==> src/rtl/iir_pkg.sv <==
// Shared constants, default feedback coefficients and FSM encoding
// for the IIR filter chain (zero and pole sections).
package iir_pkg;

  localparam int COE_FRAC = 9;
  localparam int ZIN_W    = 21;
  localparam int Y_W      = 12;
  localparam int ACC_W    = 28;
  localparam int PROD_W   = 2 * Y_W;

  localparam logic signed [Y_W-1:0] A_COE [1:7] = '{
    -12'sd300,
     12'sd120,
    -12'sd40,
     12'sd20,
    -12'sd10,
     12'sd5,
    -12'sd2
  };

  typedef enum logic [1:0] {
    IDLE  = 2'd0,
    MAC   = 2'd1,
    ROUND = 2'd2
  } state_e;

endpackage

==> src/rtl/iir_round_sat.sv <==
// Round-half-up by 2^FRAC, then clip to a signed OUT_W result.
// Used wherever the IIR chain narrows its datapath.
module iir_round_sat
  import iir_pkg::*;
#(
  parameter int IN_W  = ACC_W,
  parameter int OUT_W = Y_W,
  parameter int FRAC  = COE_FRAC
) (
  input  logic signed [IN_W-1:0]  acc_i,
  output logic signed [OUT_W-1:0] y_o,
  output logic                    sat_o
);

  localparam logic signed [IN_W-1:0] HALF =
    {{(IN_W-FRAC){1'b0}}, 1'b1, {(FRAC-1){1'b0}}};
  localparam logic signed [IN_W-1:0] YMAX =
    {{(IN_W-OUT_W+1){1'b0}}, {(OUT_W-1){1'b1}}};
  localparam logic signed [IN_W-1:0] YMIN =
    {{(IN_W-OUT_W+1){1'b1}}, {(OUT_W-1){1'b0}}};

  logic signed [IN_W-1:0] sum;
  logic signed [IN_W-1:0] r;
  logic                   hi;
  logic                   lo;

  always_comb begin
    sum = acc_i + HALF;
    r   = sum >>> FRAC;
    hi  = (r > YMAX);
    lo  = (r < YMIN);
    y_o = r[OUT_W-1:0];
    if (hi) y_o = {1'b0, {(OUT_W-1){1'b1}}};
    if (lo) y_o = {1'b1, {(OUT_W-1){1'b0}}};
    sat_o = hi | lo;
  end

endmodule

==> src/rtl/iir_pole_serial.sv <==
// Recursive pole section: y = (z - sum a_k*y(n-k)) / 2^COE_FRAC,
// one shared multiplier, seven MAC cycles per sample.
module iir_pole_serial
  import iir_pkg::*;
#(
  parameter logic signed [Y_W-1:0] A1 = A_COE[1],
  parameter logic signed [Y_W-1:0] A2 = A_COE[2],
  parameter logic signed [Y_W-1:0] A3 = A_COE[3],
  parameter logic signed [Y_W-1:0] A4 = A_COE[4],
  parameter logic signed [Y_W-1:0] A5 = A_COE[5],
  parameter logic signed [Y_W-1:0] A6 = A_COE[6],
  parameter logic signed [Y_W-1:0] A7 = A_COE[7]
) (
  input  logic                    clk,
  input  logic                    rst,
  input  logic signed [ZIN_W-1:0] zin,
  input  logic                    in_valid,
  output logic                    in_ready,
  output logic signed [Y_W-1:0]   yout,
  output logic                    out_valid,
  output logic                    sat
);

  state_e                  state_q, state_d;
  logic [2:0]              k_q, k_d;
  logic signed [ACC_W-1:0] acc_q, acc_d;
  logic signed [Y_W-1:0]   yh_q [1:7];
  logic signed [Y_W-1:0]   yout_q;
  logic                    sat_q;
  logic                    vld_q;

  logic signed [Y_W-1:0]    coe;
  logic signed [Y_W-1:0]    ysel;
  logic signed [PROD_W-1:0] prod;
  logic signed [ACC_W-1:0]  prod_x;
  logic signed [ACC_W-1:0]  zin_x;
  logic signed [Y_W-1:0]    y_rs;
  logic                     sat_rs;

  always_comb begin
    coe  = '0;
    ysel = '0;
    unique case (k_q)
      3'd1: begin coe = A1; ysel = yh_q[1]; end
      3'd2: begin coe = A2; ysel = yh_q[2]; end
      3'd3: begin coe = A3; ysel = yh_q[3]; end
      3'd4: begin coe = A4; ysel = yh_q[4]; end
      3'd5: begin coe = A5; ysel = yh_q[5]; end
      3'd6: begin coe = A6; ysel = yh_q[6]; end
      3'd7: begin coe = A7; ysel = yh_q[7]; end
      default: ;
    endcase
  end

  assign prod =
    $signed({{Y_W{coe[Y_W-1]}}, coe}) *
    $signed({{Y_W{ysel[Y_W-1]}}, ysel});
  assign prod_x =
    $signed({{(ACC_W-PROD_W){prod[PROD_W-1]}}, prod});
  assign zin_x =
    $signed({{(ACC_W-ZIN_W){zin[ZIN_W-1]}}, zin});

  always_comb begin
    state_d = state_q;
    k_d     = k_q;
    acc_d   = acc_q;
    unique case (state_q)
      IDLE: begin
        if (in_valid) begin
          state_d = MAC;
          k_d     = 3'd1;
          acc_d   = zin_x;
        end
      end
      MAC: begin
        acc_d = acc_q - prod_x;
        k_d   = k_q + 3'd1;
        if (k_q == 3'd7) state_d = ROUND;
      end
      ROUND: begin
        state_d = IDLE;
        k_d     = '0;
      end
      default: state_d = IDLE;
    endcase
  end

  iir_round_sat u_rs (
    .acc_i (acc_q),
    .y_o   (y_rs),
    .sat_o (sat_rs)
  );

  always_ff @(posedge clk or negedge rst) begin
    if (!rst) begin
      state_q <= IDLE;
      k_q     <= '0;
      acc_q   <= '0;
      yout_q  <= '0;
      sat_q   <= 1'b0;
      vld_q   <= 1'b0;
      for (int i = 1; i <= 7; i++) yh_q[i] <= '0;
    end else begin
      state_q <= state_d;
      k_q     <= k_d;
      acc_q   <= acc_d;
      vld_q   <= (state_q == ROUND);
      // history keeps the clipped sample so feedback matches the output
      if (state_q == ROUND) begin
        yout_q  <= y_rs;
        sat_q   <= sat_rs;
        yh_q[1] <= y_rs;
        for (int i = 2; i <= 7; i++) yh_q[i] <= yh_q[i-1];
      end
    end
  end

  assign in_ready  = (state_q == IDLE);
  assign yout      = yout_q;
  assign sat       = sat_q;
  assign out_valid = vld_q;

endmodule
==> config.mk <==
export PLATFORM = sky130hd
export DESIGN_NAME = iir_pole_serial
export DESIGN_NICKNAME = d
export VERILOG_FILES = /design/src/rtl/iir_pkg.sv /design/src/rtl/iir_round_sat.sv /design/src/rtl/iir_pole_serial.sv
export SDC_FILE = /design/constraint.sdc
export NUM_CORES = 1
export LEC_CHECK = 0
export CAP_MARGIN = 20
export CORE_MARGIN = 2
export CORE_UTILIZATION = 60
export DETAILED_ROUTE_END_ITERATION = 8
export PLACE_DENSITY_LB_ADDON = 0.2
export SYNTH_ARGS = -nofsm -noshare
export SYNTH_HDL_FRONTEND = slang
export SYNTH_HIERARCHICAL = 1
export SYNTH_SLANG_ARGS = --single-unit
==> constraint.sdc <==
create_clock -name clk -period 11.3 [get_ports clk]
set_clock_uncertainty 0.2 [all_clocks]
set_input_delay 2.26 -clock clk [delete_from_list [all_inputs] [get_ports clk]]
set_output_delay 2.26 -clock clk [all_outputs]
set_load 0.02 [all_outputs]
==> flow_summary_export.csv <==
group,metric,value,unit
final_layout,num_antenna_cells,0,
timing,tightestPinTransition,1160,ps
final_layout,areaGrowthSynthToFinish,10.0,%
clock_tree,cts_hold_buf,0,
routing,drt_wl_total,30000,um
logic_synthesis,syn_area,12200,um^2
logic_synthesis,yosysTopAreaCell,"dfrtp_1",
logic_synthesis,synth_cells,1259,
die,ios,39,
clock_tree,post_cts_buffers,0,
logic_synthesis,avgSynthCellArea,9.71,um^2
clock_tree,clkLatencyLatePin,420,ps
min_path,min_delay_path_depth,2,
timing,max_freq,0.113,GHz
timing,finalCriticalPeriod,8860,ps
logic_synthesis,syn-num-nets,1507,
final_layout,postLayoutCellArea,13500,um^2
timing,hold_viol_final,0,
place,dpl_cell_area,12800,um^2
global_routing,antenna_found_initial,0,
logic_synthesis,yosysTopAreaCellShare,24.4,%
die,die_area,21500,um^2
routing,wl_per_cell,19.3,um
timing,slew_viol_final,0,
clock_tree,cts.sink_count,119,
routing,antenna_left,0,
job,max-cap-violations,0,
setup_path,cp_slowest_stage_delay,940,ps
setup_path,crit_path_max_fanout,19,
min_path,hold_path.class,"flop to flop",
setup_path,crit_path_top_delay_cell,"fa_1",
setup_path,critPathKind,"flop to flop",
logic_synthesis,synthFlopType,"dfrtp_1",
clock_tree,cts_resized,0,
timing,setup_violations,0,
logic_synthesis,synth_warnings,6,
setup_path,r2r_start,"k_q[2]",
routing,avgViaCountPerCell,5.78,
final_layout,layout-drive-gt1-share,13.4,%
logic_synthesis,synthMostInstantiatedCell,"inv_1",
timing,finalCritPeriodShare,78.4,%
place,place.gp.congestion,1.02,
global_routing,grt_pass1_wl,50400,um
logic_synthesis,synthTopCellsByCount,"inv_1, fa_1, dfrtp_1, nand2_1, mux2_2",
clock_tree,cts.path.max_buffers,2,
timing,slew_headroom,22.9,%
logic_synthesis,ys_types,66,
global_routing,track_usage,30.2,%
min_path,worstHoldEndpoint,"acc_q[1]",
clock_tree,htreeDepth,4,
timing,tns,0,ps
routing,drc_errors,0,
routing,vias,8992,
setup_path,cp-end-kind,"flop",
routing,drtIter0Drc,730,
die,die_h,147,um
logic_synthesis,synth_edf_count,0,
setup_path,arrival,8960,ps
clock_tree,cts-root-buf,"clkbuf_16",
logic_synthesis,synth.area.top_cells,"dfrtp_1, fa_1, mux2_2",
min_path,hp-start,"acc_q[1]",
clock_tree,cts_made_buffers,17,
setup_path,start_kind,"flop",
logic_synthesis,synth_seq_area_share,24.4,%
place,dpl.hpwl,23800,um
final_layout,nets,1520,
setup_path,crit_top_cell,"fa_1",
place,numPortBuffers,38,
die,core,20100,um^2
clock_tree,path_clk_slew,60,ps
setup_path,required,11400,ps
routing,dr.pass1.iters,5,
die,start_util,60.8,%
timing,hold_slack,285,ps
global_routing,grt_max_degree,88,
setup_path,ff2ff_setup_slack,2440,ps
setup_path,r2r_end,"acc_q[27]",
global_routing,grt-ovfl-total,0,
logic_synthesis,ys_async_sr_fraction,100,%
die,die_w,147,um
clock_tree,cts_tree,"built",
timing,rsz0062_at_grt,"false",
die,rows,52,
outcome,outcome,"completed",
logic_synthesis,ys_seq_elements,119,
final_layout,nFillCells,1605,
setup_path,ff2ff_path_depth,27,
global_routing,grt_pass1_vias,9368,
[worst max-delay path, delay by kind of cell (launching register included)]
family,cells,cell delay [ps]
adders and majority gates,8,4690
AOI/OAI and AO/OA,9,1730
and+or+nand+nor,4,780
buffers and inverters,5,700
DFF,1,490
xor gates and xnor gates,1,150
[cells by family (layout without fill, tap and decap cells)]
family,Yosys count,count (layout),synth area share [%]
AOI/OAI and AO/OA,185,185,10.6
DFF,119,119,24.4
and+or+nand+nor,290,290,11.0
buffers and inverters,294,320,9.51
adders and majority gates,224,224,32.0
xor gates and xnor gates,40,40,2.87
muxes,107,107,9.73
[how the worst max path moves through the flow]
stage / from / end / slack (ps) / depth (start not counted)
after floorplan: k_q[0] / acc_q[27] / 3470 / 29
after global placement: k_q[2] / acc_q[27] / 1890 / 27
after detailed placement: k_q[2] / acc_q[27] / 1720 / 27
after CTS: k_q[2] / acc_q[27] / 1700 / 27
after global routing: k_q[2] / acc_q[27] / 1750 / 27
final: k_q[2] / acc_q[27] / 2440 / 27
[state kept, by name (all words and copies together), names as in the netlist]
register	flops
state_q	2
acc_q	28
k_q	3
out_valid	1
yout	12
sat	1
yh_q	72
[area by class of cell]
type / instances / area [um^2] / share of cell area (%)
multi-input combinational: 846 / 8100 / 60.2
sequential: 119 / 2980 / 22.1
inverter: 238 / 893 / 6.64
timing repair buffer: 50 / 508 / 3.78
clock buffer: 23 / 498 / 3.70
tap: 270 / 338 / 2.51
clock inverter: 9 / 139 / 1.03
[metrics by stage]
stage          setup slack (ps)  util (%)  std cells
3_3_place_gp               1890      63.5       1521
4_1_cts                    1700      66.6       1553
5_1_grt                    1750      66.9       1555
2_1_floorplan              3470         -       1259
6_report                   2440      66.9       1555
3_5_place_dp               1720      63.5       1521
[cells in the final DEF, fill, tap and decap left out, types with 8 or more instances in the layout]
cell type / netlist / final
a21o_1: 20 / 20
a21oi_1: 36 / 36
a222oi_1: 9 / 9
a22oi_1: 15 / 15
a31oi_1: 11 / 11
buf_4: 12 / 11
clkbuf_16: 0 / 17
clkdlybuf4s50_1: 0 / 37
dfrtp_1: 119 / 119
fa_1: 147 / 147
ha_1: 77 / 76
inv_1: 237 / 237
mux2_2: 95 / 95
mux2i_1: 12 / 12
nand2_1: 106 / 106
nand2b_1: 12 / 12
nand3_1: 17 / 17
nand4_1: 8 / 8
nor2_1: 88 / 88
nor3_1: 11 / 11
o21ai_0: 29 / 29
o21ai_1: 18 / 18
or2_2: 12 / 12
xnor2_1: 23 / 23
xor2_1: 17 / 17
[routing by layer]
metal	part of all wire (%)	vias to the layer above	track usage [%]
met1	42	4503	41.0
met5	0	-	0
met4	3.5	0	10.9
met2	48	296	48.7
li1	-	4125	-
met3	6.8	68	6.12
Power is not shown: default switching activity piles up to over one toggle a cycle in this logic, so the estimate is an artifact.
